==> src/rtl/uart_to_regfile_if.sv <==
`default_nettype none
// ============================================================================
// Module   : uart_to_regfile_if
// Brief    : Received-byte stream in, register bank and status pulses out.
// Revision : 1.0
// ============================================================================
interface uart_to_regfile_if #(
  parameter int WORDSZ = 32,
  parameter int NREGS  = 4
);
  logic                      rx_valid;
  logic [7:0]                rx_data;
  logic                      rx_break;
  logic [NREGS*WORDSZ-1:0]   regs_flat;
  logic                      wr_strobe;
  logic [3:0]                wr_addr;
  logic                      frame_err;
  logic                      busy;

  modport master (
    output rx_valid, rx_data, rx_break,
    input  regs_flat, wr_strobe, wr_addr, frame_err, busy
  );

  modport slave (
    input  rx_valid, rx_data, rx_break,
    output regs_flat, wr_strobe, wr_addr, frame_err, busy
  );
endinterface
`default_nettype wire

==> src/rtl/uart_to_regfile.sv <==
`default_nettype none
// ============================================================================
// Module   : uart_to_regfile
// Brief    : Framed UART command parser writing multi-byte words to a bank.
// Revision : 1.0
// ============================================================================
module uart_to_regfile #(
  parameter int WORDSZ      = 32,
  parameter int NREGS       = 4,
  parameter int TIMEOUT_CYC = 1_000_000
) (
  input  logic               clk,
  input  logic               resetn,
  input  logic               rx_en,
  uart_to_regfile_if.slave   bus
);

  localparam int c_nbytes = WORDSZ / 8;
  localparam int c_bcw    = $clog2(c_nbytes + 1);
  localparam int c_tw     = $clog2(TIMEOUT_CYC);
  localparam logic [c_bcw-1:0] c_last    = c_bcw'(c_nbytes - 1);
  localparam logic [c_tw-1:0]  c_tmo_max = c_tw'(TIMEOUT_CYC - 1);

  typedef enum logic [0:0] {
    S_IDLE = 1'b0,
    S_DATA = 1'b1
  } state_t;

  state_t                  r_state;
  logic [WORDSZ-1:0]       r_regs [NREGS];
  logic [WORDSZ-1:0]       r_shift;
  logic [c_bcw-1:0]        r_cnt;
  logic [c_tw-1:0]         r_tmo;
  logic [3:0]              r_addr;
  logic [3:0]              r_wr_addr;
  logic                    r_strobe;
  logic                    r_err;
  logic                    r_busy;

  logic [WORDSZ-1:0]       w_shift_next;
  logic [3:0]              w_op;
  logic [3:0]              w_a;
  logic                    w_a_ok;
  logic [NREGS*WORDSZ-1:0] w_flat;

  assign w_op   = bus.rx_data[7:4];
  assign w_a    = bus.rx_data[3:0];
  assign w_a_ok = ({1'b0, w_a} < 5'(NREGS));

  // A single-byte word has nothing to shift; the new byte is the whole word.
  generate
    if (WORDSZ > 8) begin : g_shift_wide
      assign w_shift_next = {r_shift[WORDSZ-9:0], bus.rx_data};
    end else begin : g_shift_byte
      assign w_shift_next = bus.rx_data;
    end
  endgenerate

  always_ff @(posedge clk or negedge resetn) begin
    if (!resetn) begin
      r_state   <= S_IDLE;
      r_shift   <= '0;
      r_cnt     <= '0;
      r_tmo     <= '0;
      r_addr    <= '0;
      r_wr_addr <= '0;
      r_strobe  <= 1'b0;
      r_err     <= 1'b0;
      r_busy    <= 1'b0;
      for (int k = 0; k < NREGS; k++) r_regs[k] <= '0;
    end else begin
      r_strobe <= 1'b0;
      r_err    <= 1'b0;
      if (!rx_en) begin
        r_state <= S_IDLE;
        r_cnt   <= '0;
        r_tmo   <= '0;
        r_busy  <= 1'b0;
      end else if (bus.rx_break) begin
        r_err   <= (r_state == S_DATA);
        r_state <= S_IDLE;
        r_cnt   <= '0;
        r_tmo   <= '0;
        r_busy  <= 1'b0;
      end else begin
        case (r_state)
          S_IDLE: begin
            if (bus.rx_valid) begin
              if (w_op == 4'hA && w_a_ok) begin
                r_addr  <= w_a;
                r_shift <= '0;
                r_cnt   <= '0;
                r_tmo   <= '0;
                r_state <= S_DATA;
                r_busy  <= 1'b1;
              end else if (w_op == 4'hC && w_a_ok) begin
                for (int k = 0; k < NREGS; k++)
                  if (w_a == 4'(k)) r_regs[k] <= '0;
                r_strobe  <= 1'b1;
                r_wr_addr <= w_a;
              end else begin
                r_err <= 1'b1;
              end
            end
          end
          S_DATA: begin
            // A byte arriving on the timeout cycle still counts.
            if (bus.rx_valid) begin
              r_shift <= w_shift_next;
              r_cnt   <= r_cnt + 1'b1;
              r_tmo   <= '0;
              if (r_cnt == c_last) begin
                for (int k = 0; k < NREGS; k++)
                  if (r_addr == 4'(k)) r_regs[k] <= w_shift_next;
                r_strobe  <= 1'b1;
                r_wr_addr <= r_addr;
                r_state   <= S_IDLE;
                r_busy    <= 1'b0;
                r_cnt     <= '0;
              end
            end else if (r_tmo == c_tmo_max) begin
              r_err   <= 1'b1;
              r_state <= S_IDLE;
              r_busy  <= 1'b0;
              r_cnt   <= '0;
              r_tmo   <= '0;
            end else begin
              r_tmo <= r_tmo + 1'b1;
            end
          end
          default: begin
            r_state <= S_IDLE;
            r_busy  <= 1'b0;
          end
        endcase
      end
    end
  end

  always_comb begin
    w_flat = '0;
    for (int k = 0; k < NREGS; k++) w_flat[k*WORDSZ +: WORDSZ] = r_regs[k];
  end

  assign bus.regs_flat = w_flat;
  assign bus.wr_strobe = r_strobe;
  assign bus.wr_addr   = r_wr_addr;
  assign bus.frame_err = r_err;
  assign bus.busy      = r_busy;

endmodule
`default_nettype wire

==> src/flat_wrapper.sv <==
// flat-port wrapper written by rule: the top's interface ports become plain ports
module uart_to_regfile_flat 
#(
  parameter int WORDSZ      = 32,
  parameter int NREGS       = 4,
  parameter int TIMEOUT_CYC = 1_000_000
)
  (clk, resetn, rx_en, bus_rx_valid, bus_rx_data, bus_rx_break, bus_regs_flat, bus_wr_strobe, bus_wr_addr, bus_frame_err, bus_busy);
  uart_to_regfile_if #(.WORDSZ(WORDSZ), .NREGS(NREGS)) bus_i ();
  input  logic clk;
  input  logic resetn;
  input  logic rx_en;
  input wire logic [$bits(bus_i.rx_valid)-1:0] bus_rx_valid;
  input wire logic [$bits(bus_i.rx_data)-1:0] bus_rx_data;
  input wire logic [$bits(bus_i.rx_break)-1:0] bus_rx_break;
  output wire logic [$bits(bus_i.regs_flat)-1:0] bus_regs_flat;
  output wire logic [$bits(bus_i.wr_strobe)-1:0] bus_wr_strobe;
  output wire logic [$bits(bus_i.wr_addr)-1:0] bus_wr_addr;
  output wire logic [$bits(bus_i.frame_err)-1:0] bus_frame_err;
  output wire logic [$bits(bus_i.busy)-1:0] bus_busy;
  assign bus_i.rx_valid = bus_rx_valid;
  assign bus_i.rx_data = bus_rx_data;
  assign bus_i.rx_break = bus_rx_break;
  assign bus_regs_flat = bus_i.regs_flat;
  assign bus_wr_strobe = bus_i.wr_strobe;
  assign bus_wr_addr = bus_i.wr_addr;
  assign bus_frame_err = bus_i.frame_err;
  assign bus_busy = bus_i.busy;
  uart_to_regfile #(.WORDSZ(WORDSZ), .NREGS(NREGS), .TIMEOUT_CYC(TIMEOUT_CYC)) u_core (.clk(clk), .resetn(resetn), .rx_en(rx_en), .bus(bus_i));
endmodule
==> config.mk <==
export PLATFORM = sky130hd
export DESIGN_NAME = uart_to_regfile_flat
export DESIGN_NICKNAME = d
export VERILOG_FILES = /design/src/rtl/uart_to_regfile_if.sv /design/src/rtl/uart_to_regfile.sv /design/src/flat_wrapper.sv
export SDC_FILE = /design/constraint.sdc
export NUM_CORES = 1
export LEC_CHECK = 0
export BUFFER_PORTS_ARGS = -buffer_cell sky130_fd_sc_hd__buf_4
export CAP_MARGIN = 30
export CORE_ASPECT_RATIO = 1.4
export CORE_UTILIZATION = 50
export CTS_CLUSTER_SIZE = 40
export DETAILED_ROUTE_END_ITERATION = 10
export GPL_TIMING_DRIVEN = 1
export PLACE_DENSITY = 0.75
export SLEW_MARGIN = 20
export SYNTH_ARGS = -nofsm -noshare
export SYNTH_HDL_FRONTEND = slang
export SYNTH_SLANG_ARGS = --single-unit
==> constraint.sdc <==
create_clock -name clk -period 2.21 [get_ports clk]
set_clock_uncertainty 0.1 [all_clocks]
set_input_delay 0.221 -clock clk [delete_from_list [all_inputs] [get_ports clk]]
set_output_delay 0.221 -clock clk [all_outputs]
set_load 0.01 [all_outputs]
* Yosys cells after proc, flatten, opt, wreduce, memory -nomap -nowiden
Index checks and enable logic that the tools add are counted.
Storage, ports and cells: register bits after elaboration 187, bits in latches 0, RAM bits 0, memory bits (read-only) 0, input bits 13, output and inout port bits 135, word-level logic and storage cells 131, memories 0
Cells by class: $add $sub $neg 2, $mul 0, div/mod/pow operators 0, $lt $le $gt $ge 1, equality and inequality tests 28, shifts and indexed selects 0, mux-type cells 71, bitwise logic cells 2, reduce and logical (&&, ||, !) cells 14
Operators by type and width (count):
- two-way mux 128 bit | 5
- two-way mux 32 bit | 8
- case mux 128 bit (2 select lines) | 1
- two-way mux 20 bit | 6
- two-way mux 24 bit | 3
- case mux 24 bit (2 select lines) | 1
- case mux 20 bit (2 select lines) | 1
- AND reduction 9 bit | 4
- two-way mux 1 bit | 28
- two-way mux 3 bit | 7
- adder 20 x 1 -> 20 bit, second input constant | 1
- equality test 20 bit, second input constant | 1
- two-way mux 4 bit | 5
- equality test 4 x 2 -> 1 bit, second input constant | 4
- inequality test 2 bit, second input constant | 8
- inequality test 2 x 1 -> 1 bit, second input constant | 6
- inequality test 5 bit, second input constant | 2
- AND reduction 5 bit | 2
- equality test 4 x 1 -> 1 bit, second input constant | 2
- equality test 4 bit, second input constant | 2
- logical NOT 4 bit | 2
- case mux 1 bit (2 select lines) | 4
- case mux 4 bit (2 select lines) | 1
- AND reduction 7 bit | 1
- 11 further kinds | 13

* Logic depth before layout (Yosys ltp)
Gate-level depths: netlist of the first run.
depth after elaboration 8, depth in mapped cells 8, mapped depth without buffers 6

* Least setup slack after synthesis of the first run
OpenSTA, ideal clock, no wires.
path kind in2reg, start input bus_rx_data[4], end register u_core.r_regs (netlist bit u_core.bus.regs_flat[100]), setup time 0.125 ns, arrival 2.193 ns, required time 1.985 ns, slack -0.207 ns, stages 7, path buffers 2, path through or4b_4 o41ai_4 nand2_1 buf_2 o32ai_4 buf_6 mux2_2
Between the ends: cells in the longest elaborated chain, start to end 4, elaborated cells on any way between the ends 11, those cells by class eq/ne (4); mux (4); reduce/logical (3)
Ends and longest elaborated chain:
- from (decl) | line flat_wrapper.sv:14 | input wire logic [$bits(bus_i.rx_data)-1:0] bus_rx_data;
- equality test 4 bit (tied with other cells) | line uart_to_regfile.sv:89 | if (w_op == 4'hA && w_a_ok) begin
- logical AND 1 bit (tied with other cells) | line uart_to_regfile.sv:89
- inequality test 2 bit (no source line) (tied with other cells)
- AND reduction 9 bit (no source line) or case mux 128 bit (2 select lines) (tied branches)
- to (signal, indexed assignment) | line uart_to_regfile.sv:114 | if (r_addr == 4'(k)) r_regs[k] <= w_shift_next;
- to (decl) | line uart_to_regfile.sv:30 | logic [WORDSZ-1:0] r_regs [NREGS];
Several ways; a longest one is shown, not always the timed one. The select of a mux whose other input is x is not followed. A chain may end at the register's enable or synchronous reset.

* Worst setup path after layout of the first run
start register u_core.r_state, end register u_core.r_regs (netlist bit u_core.bus.regs_flat[76])
Between the ends: cells in the longest elaborated chain, start to end 3, elaborated cells on any way between the ends 10, those cells by class eq/ne (7); mux (1); bitwise (1); reduce/logical (1)
Ends and longest elaborated chain:
- from (decl) | line uart_to_regfile.sv:29 | state_t r_state;
- from (signal assigned) | line uart_to_regfile.sv:61 | r_state <= S_IDLE;
- from (signal assigned) | line uart_to_regfile.sv:75 | r_state <= S_IDLE;
- from (signal assigned) | line uart_to_regfile.sv:81 | r_state <= S_IDLE;
- inverter 1 bit (no source line)
- inequality test 2 x 1 -> 1 bit (no source line) or inequality test 2 bit (tied branches)
- AND reduction 9 bit (no source line)
Several ways; a longest one is shown, not always the timed one.

==> run summary, run 1 <==
The number of nets in the layout is 862, and the number of sinks driven by the clock tree is 187. The number of distinct library cells after synthesis came out at 49. The maximum single-stage delay on the critical path came out at 0.46 ns.

For this run, design rule violations remaining after detail routing come to 0. Yosys mapped a number of flops with a built-in enable equal to 0. For the weighted congestion reported at the end of routability-driven placement, the log shows 0.8737. The number of buffers inserted during clock tree synthesis came out at 17. The combined area of all synthesized cells was 7735 um^2.

The first TritonRoute pass finished after 5 iterations. The worst setup path is of the register to register kind. Buffers placed on the I/O ports in this run total 147. The clock period could shrink to 2.164 ns. The wire-length estimate of the detail-placed layout is 13,660 um. The via count of the first global-routing pass is 5,821, and the power share of the clock group is 0.474. The most used flip-flop cell after synthesis is dfrtp_1. TritonCTS built the clock tree.

IR analysis of the VDD net gives a maximum drop of 0.4728 mV. The Yosys step of the flow raised 0 warnings. The number of buffers and inverters on the critical path is 2.

The per-instance average area after synthesis was 11.44 um^2; the total number of placement rows was 53. The tools report the final-report hold violation count as 0. The run gives 0.029 as the relative contribution of combinational cells to total power. Synthesis inferred 187 register bits. The via-per-instance ratio was 5.602.

Timing analysis after detailed placement gives a worst setup slack of -0.3199 ns. The signal arrival time at the worst endpoint was 2.38 ns. The tools report the number of design-rule violations left by the first detailed-router iteration as 415. Setup violations remaining at the end of the flow were counted as 0. The layout cell share with drive strength beyond 1 was 0.3364; the switching power share of the total was 0.2116.

For the share of synthesized area occupied by flip-flops and latches, the log shows 0.6050. The power density over cell area is 690.5 nW/um^2, and the total vias in the final route is 5,888. The signal on the critical path passes through o41ai_4, nand2_2, o32ai_4, buf_4, clkbuf_16, mux2_2. The tools report the power consumption as 6.942 mW.

Along the worst path, the maximum fanout reaches 8. The worst path meets setup with 0.04562 ns of slack. The largest buffer count on any clock path was 2. Clock-pin slew was measured on the worst setup and hold paths at 0.07 ns. Timing would allow up to 0.4620 GHz.

The static leakage power came out at 4.941 nW. The root buffer cell chosen for the clock tree is clkbuf_16. Entering global routing, the biggest net connects 78 pins. From synthesis to final layout, the design area changed by 29.97%. For this run the aggregate overflow at the end of global routing stands at 0. The placeable core area was 15,050 um^2; the post-detailed-route count of antenna-violating nets was 0. For the net count after synthesis, the log shows 691.

The run finished with clean final reports. The overall die area was 15,980 um^2. The slowest cell on the critical path is dfrtp_2. Number of instances in the synthesized netlist: 676. The measured slew at the worst slew-check pin is 0.4602 ns, and the insertion delay of the later-clocked pin in the worst-skew pair is 0.43 ns. The tools report the count of inserted antenna diode cells as 0.

The width of the die is 107.1 um, and the relative contribution of sequential cells to total power is 0.497. Global-route wire length before repair: 30,570 um. For this block, the routed nets add up to 19,830 um of wire. The starting density of the core is 0.5138. The path category of the worst min-delay check is input port to register. For the max-slew violation count, the log shows 0. The overall routing resource usage came out at 0.2502. The proportion of synthesized flip-flops having asynchronous set or reset works out to 1.000. Internal power comes to 5.473 mW.

The total number of H-tree levels was 4. The worst setup path is captured at a register. Critical path launch point type: a register.

After detailed routing, the average wire length per cell comes to 18.87 um. The final critical-path share of the clock period is 0.9794. The height of the die was 149.2 um. On the critical path the largest part of the delay comes from compound AO/OA/AOI/OAI gates.

STA puts the critical path data required time at 2.42 ns. Across the run, the number of max-cap violations was 0. Switching component of the power: 1.469 mW.

During I/O placement, the number of pins put on the boundary was 148. The initial antenna violation count came out at 0. Worst relative slew slack: 0.6908.
## logic make-up after synthesis
group           after synthesis  synth area share
simple gates                223            0.1399
flops                       187            0.6050
compound gates              147            0.1226
mux                          69           0.09981
buf+inv                      44           0.02491
xor+xnor                      4          0.004529
fa+ha+maj                     2          0.003235
## placed cells by master, fill, tap and decap left out, drive strengths merged, types with 2 or more instances in the layout
cell type    instances
dfrtp              187
buf                184
nand2              120
o21ai               85
mux2                65
and2                35
a22o                27
clkbuf              22
nand3               14
inv                 11
nor2                10
a21oi                8
and3                 7
nor3                 7
a31oi                7
nand2b               6
and4b                4
nand4                4
mux2i                4
xor2                 4
bufinv               4
nand3b               3
o211ai               3
o31ai                3
a41oi                3
nor3b                3
clkinv               3
o21a                 2
o32ai                2
or3                  2
ha                   2
dlygate4sd3          2
o41ai                2
a21boi               2
## sequential cells by signal, indices dropped and copies added, names as in the netlist
signal and count:
u_core.bus.frame_err 1, u_core.bus.busy 1, u_core.r_state 1, u_core.bus.regs_flat 128, u_core.r_cnt 3, u_core.bus.wr_strobe 1, u_core.bus.wr_addr 4, u_core.r_addr 4
u_core.r_tmo 20, u_core.r_shift 24
## what timing repair did
item	in CTS	in global routing
endpoints found under the setup margin	14	64
resized for setup	1	1
endpoints found under the hold margin	39	0
hold buffers	2	0
gates cloned	0	5
buffers inserted	0	4
pin swaps	0	1
## through the flow
stage                 util  cells  setup TNS (ns)  hold slack [ns]  cell area, um^2
global route        0.6679   1051         -0.4835          0.01662            10050
detailed placement  0.6144   1009          -18.70          0.05658             9249
CTS                 0.6582   1042               0          0.01013             9908
finish              0.6679   1051               0          0.01119            10050
global placement    0.6144   1009          -15.18          0.04122             9249
floorplan                -    676          -8.807          -0.1746             7741
## final cells by class
cell class / count / area, um^2
clock buffers: 19 / 452.9
clock inverters: 12 / 183.9
fillers: 1089 / 5000
inverters: 7 / 26.28
multi-input cells: 445 / 2882
flip-flops and latches: 187 / 4681
well taps: 192 / 240.2
repair buffers: 189 / 1588
## Yosys cell counts, types with 6 or more instances
cell type  instances  share of area
a21oi_1            8         0.0052
a22o_1            27          0.031
a31oi_1            7         0.0057
and2_1            35          0.028
and3_1             7         0.0057
clkbuf_1          26          0.013
dfrtp_1          187           0.60
inv_1              7         0.0034
mux2_2            63          0.092
nand2_1          120          0.058
nand2b_1           6         0.0049
nand3_1           14         0.0091
nor2_1            10         0.0049
nor3_1             7         0.0045
o21ai_0           83          0.054
## power groups by stage
stage	Combinational (mW)	Sequential (mW)	Clock, mW
2_1_floorplan	0.0380	3.52	0
3_3_place_gp	0.195	3.51	0
3_5_place_dp	0.202	3.51	0
4_1_cts	0.205	3.45	3.30
5_1_grt	0.226	3.45	3.45
6_report	0.201	3.45	3.29
## layer usage
| layer | vias to the layer above | GRT usage | routed length, um |
|---|---|---|---|
| li1 | 2699 | - | - |
| met3 | 43 | 0.04063 | 844 |
| met5 | - | 0 | 0 |
| met4 | 0 | 0.1130 | 614 |
| met1 | 2951 | 0.3093 | 7730 |
| met2 | 195 | 0.4297 | 10640 |
## path summary, 6_finish.rpt
check                           cells past startpoint  slack (ns)                        end                      from
worst max-delay path                                6        0.05   u_core.bus.regs_flat[76]            u_core.r_state
worst min-delay path                                2        0.01          u_core.r_shift[1]            bus_rx_data[1]
worst max register to register                      6        0.05   u_core.bus.regs_flat[76]            u_core.r_state
worst min register to register                      2        0.38   u_core.bus.regs_flat[49]  u_core.bus.regs_flat[49]
max in group asynchronous                           3        1.09   u_core.bus.regs_flat[13]                    resetn
min in group asynchronous                           2        0.16  u_core.bus.regs_flat[105]                    resetn
No activity file was read; power rests on OpenSTA's default activity.
==> run 2: changes to the inputs <==
Settings changed: CORE_MARGIN set to 2.
==> run 2 against run 1 <==
Compared with the run above:
- the run now ends with negative setup slack left
- clock power shrank 10%
- register-to-register slack lost 0.02 ns
- first-iteration DRC count shrank 11%
- critical path type is now input port to register
- largest power group unchanged
- hold slack gained 0.023 ns
- die area grew 3.2%
==> run summary, run 2 (same netlist as run 1, synthesis figures left out) <==
For the number of cells in the finished layout apart from fillers, the log shows 1,055 (was 1,051). Commonest non-fill, non-tap cells in the layout: 186 x dfrtp_1, 175 x buf_4, 119 x nand2_1 (was 186 x dfrtp_1, 173 x buf_4, 119 x nand2_1). The tools report the total number of placement rows as 53 (unchanged). The remaining global-route overflow is 0 (unchanged), and the power consumption is 6.621 mW (was 6.942 mW). The slowest cell on the critical path was or4b_4 (was dfrtp_2).

The slack of the critical path came out at -0.007936 ns (was 0.04562 ns). The layout overhead on the synthesized area works out to 30.01% (was 29.97%). The number of instances on the worst hold path was 2 (unchanged). The maximum resistive drop on vdd is 0.5630 mV (was 0.4728 mV). Most common library cell in the layout ignoring fill and taps: dfrtp_1 (unchanged). Endpoint of the lowest-slack register-to-register path: u_core.bus.regs_flat[64] (was u_core.bus.regs_flat[76]). The start point of the worst min-delay path was bus_rx_data[5] (was bus_rx_data[1]). The smallest hold slack is 0.03390 ns (was 0.01119 ns). The tools report the endpoint of the worst hold-timing path as u_core.r_shift[5] (was u_core.r_shift[1]).

Minimum period implied by the final worst setup slack: 2.218 ns (was 2.164 ns). For the largest buffer count on any clock path, the log shows 2 (unchanged). The total number of H-tree levels was 4 (unchanged); the total vias in the final route was 5,916 (was 5,888). The power density over cell area came out at 658.4 nW/um^2 (was 690.5 nW/um^2). The tools report the critical path launch point type as an input port (was a register). The weighted congestion reported at the end of routability-driven placement was 0.8370 (was 0.8737); the placed cell count was 1,015 (was 1,009). The global-route wire length before repair came out at 30,330 um (was 30,570 um). The maximum net fanout on the critical path was 8 (unchanged). Type of the worst setup path: input port to register (was register to register). The run gives 0.5758 (was 0.6908) as the worst relative slew slack. The tools report the insertion delay of the later-clocked pin in the worst-skew pair as 0.42 ns (was 0.43 ns). The first-pass detailed-route iteration total was 5 (unchanged). The highest routed metal layer is met4 (unchanged). The standard cell area after detailed placement was 9294 um^2 (was 9249 um^2); the signal arrival time at the worst endpoint was 2.42 ns (was 2.38 ns). Number of setup violations in the final report: 1 (was 0). TritonCTS built the clock tree.

For the number of buffers inserted during clock tree synthesis, the log shows 17 (unchanged). The run gives 0.03 ns (was 0.05 ns) as the register-to-register setup slack. The final-report hold violation count was 0 (unchanged); the overall die area was 16,500 um^2 (was 15,980 um^2).

The timing-limited maximum frequency is 0.4509 GHz (was 0.4620 GHz). For the overall routing resource usage, the log shows 0.2406 (was 0.2502). The kind of end point of the critical path is a register (unchanged). The HPWL after detailed placement is 14,150 um (was 13,660 um), and the count of input and output buffers is 147 (unchanged). The run finished, with violations left.

The number of top-level design ports was 148 (unchanged). The path depth of the worst reg2reg path is 6 (unchanged), and the number of design-rule violations left by the first detailed-router iteration is 369 (was 415). The logs give -0.3546 ns (was -0.3199 ns) for the post-placement worst setup slack and 5,876 (was 5,821) for the via count of the first global-routing pass. For the sum of met2 wire segment lengths after detailed routing, the log shows 10,800 um (was 10,640 um). The max-slew violation count is 0 (unchanged). The checks that failed: negative setup slack. The run gives -0.007936 ns (was 0 ns) as the summed negative setup slack over all endpoints. The final critical-path share of the clock period is 1.004 (was 0.9794), and the maximum single-stage delay on the critical path is 0.56 ns (was 0.46 ns). The number of nets in the layout was 865 (was 862); the placeable core area was 15,050 um^2 (unchanged).

The post-detailed-route DRC marker count was 0 (unchanged); the number of sinks driven by the clock tree was 187 (unchanged). The via-per-instance ratio was 5.608 (was 5.602); the count of inserted antenna diode cells was 0 (unchanged). The width of the die was 109.1 um (was 107.1 um); the starting density of the core was 0.5138 (unchanged). For the max-capacitance violation count, the log shows 0 (unchanged).

The cell that appears most often on the critical path is buf_6. The tools report the final standard cell utilization of the core as 0.6680 (was 0.6679). Cell chain of the critical path: buf_6, or4b_4, o41ai_4, nand2_2, o32ai_4, buf_12, buf_6, mux2_2 (was o41ai_4, nand2_2, o32ai_4, buf_4, clkbuf_16, mux2_2). The total wire length is 20,030 um (was 19,830 um). The run gives 10,060 um^2 (was 10,050 um^2) as the post-layout instance area. The required time of the critical path was 2.41 ns (was 2.42 ns); the clock transition time at the flip-flop clock pins of the worst setup and hold paths was 0.07 ns (about the same).

Path category of the worst min-delay check: input port to register (unchanged). The layout cell share with drive strength beyond 1 was 0.3384 (was 0.3364). The height of the die is 151.2 um (was 149.2 um). The per-cell routed wire length was 18.99 um (was 18.87 um); the number of flip-flops in the largest register was 128 (unchanged).

The total length of routed met3 wires came out at 882 um (was 844 um). The run gives 0 (unchanged) as the post-detailed-route count of antenna-violating nets. The tools report the static leakage power as 4.932 nW (was 4.941 nW). The root buffer cell is clkbuf_16 (unchanged). For the initial antenna violation count, the log shows 0 (unchanged). The origin of the critical flop-to-flop path is u_core.r_state (unchanged).

Setup repair after global routing could not meet its margin everywhere. The routed length on met1 is 7747 um (was 7730 um), and the measured slew at the worst slew-check pin is 0.6364 ns (was 0.4602 ns). The pin count of the biggest net entering global routing was 67 (was 78).
[run 2: cell count changes in the layout (fill, tap and decap cells not counted), sizes merged]
cell / previous run / this run
dlygate4sd3: 2 / 3
buf: 184 / 187
clkinv: 3 / 5
clkbuf: 22 / 21
bufinv: 4 / 1
clkinvlp: 1 / 2
inv: 11 / 12
[run 2: cell type report]
| cell class | count | area [um^2] |
|---|---|---|
| clock buffer | 19 | 442.9 |
| clock inverter | 13 | 133.9 |
| fill | 1098 | 4997 |
| inverter | 7 | 26.28 |
| multi-input combinational | 445 | 2933 |
| sequential | 187 | 4681 |
| tap | 192 | 240.2 |
| timing repair buffer | 192 | 1599 |
[run 2: how the worst max path moves through the flow]
stage | from | end | slack, ns | depth (start not counted)
4_1_cts | bus_rx_data[4] | u_core.bus.regs_flat[81] | 0.04 | 7
6_report | bus_rx_data[4] | u_core.bus.regs_flat[64] | -0.008 | 8
5_1_grt | bus_rx_data[4] | u_core.bus.regs_flat[64] | -0.05 | 8
3_3_place_gp | bus_rx_data[4] | u_core.bus.regs_flat[92] | -0.28 | 7
2_1_floorplan | bus_rx_data[4] | u_core.bus.regs_flat[100] | -0.15 | 7
3_5_place_dp | bus_rx_data[4] | u_core.bus.regs_flat[81] | -0.35 | 7
[run 2: timing repair]
| action | 4_1_cts | 5_1_grt |
|---|---|---|
| setup buffers | 0 | 2 |
| endpoints found under the hold margin | 63 | 0 |
| gates cloned | 0 | 3 |
| gates resized for setup | 2 | 15 |
| hold buffers | 3 | 0 |
| pin swaps | 2 | 0 |
| endpoints found under the setup margin | 57 | 65 |
[run 2: worst max-delay path: cells and delay by family]
kind / cells / cell delay, ns
buffers and inverters: 3 / 0.42
AO/OA/AOI/OAI: 2 / 0.69
multiplexers: 1 / 0.35
AND/OR/NAND/NOR: 2 / 0.73
[run 2: layer usage]
layer / vias up / GRT usage
met3: 35 / 0.04303
met4: 0 / 0.09359
li1: 2706 / -
met2: 184 / 0.4242
met1: 2991 / 0.2903
met5: - / 0
[run 2: power breakdown]
group          total [mW]  internal, mW  switching [mW]
sequential           3.45          3.44          0.0157
clock                2.96          1.62            1.34
combinational       0.208        0.0760           0.132
total                6.62          5.13            1.49
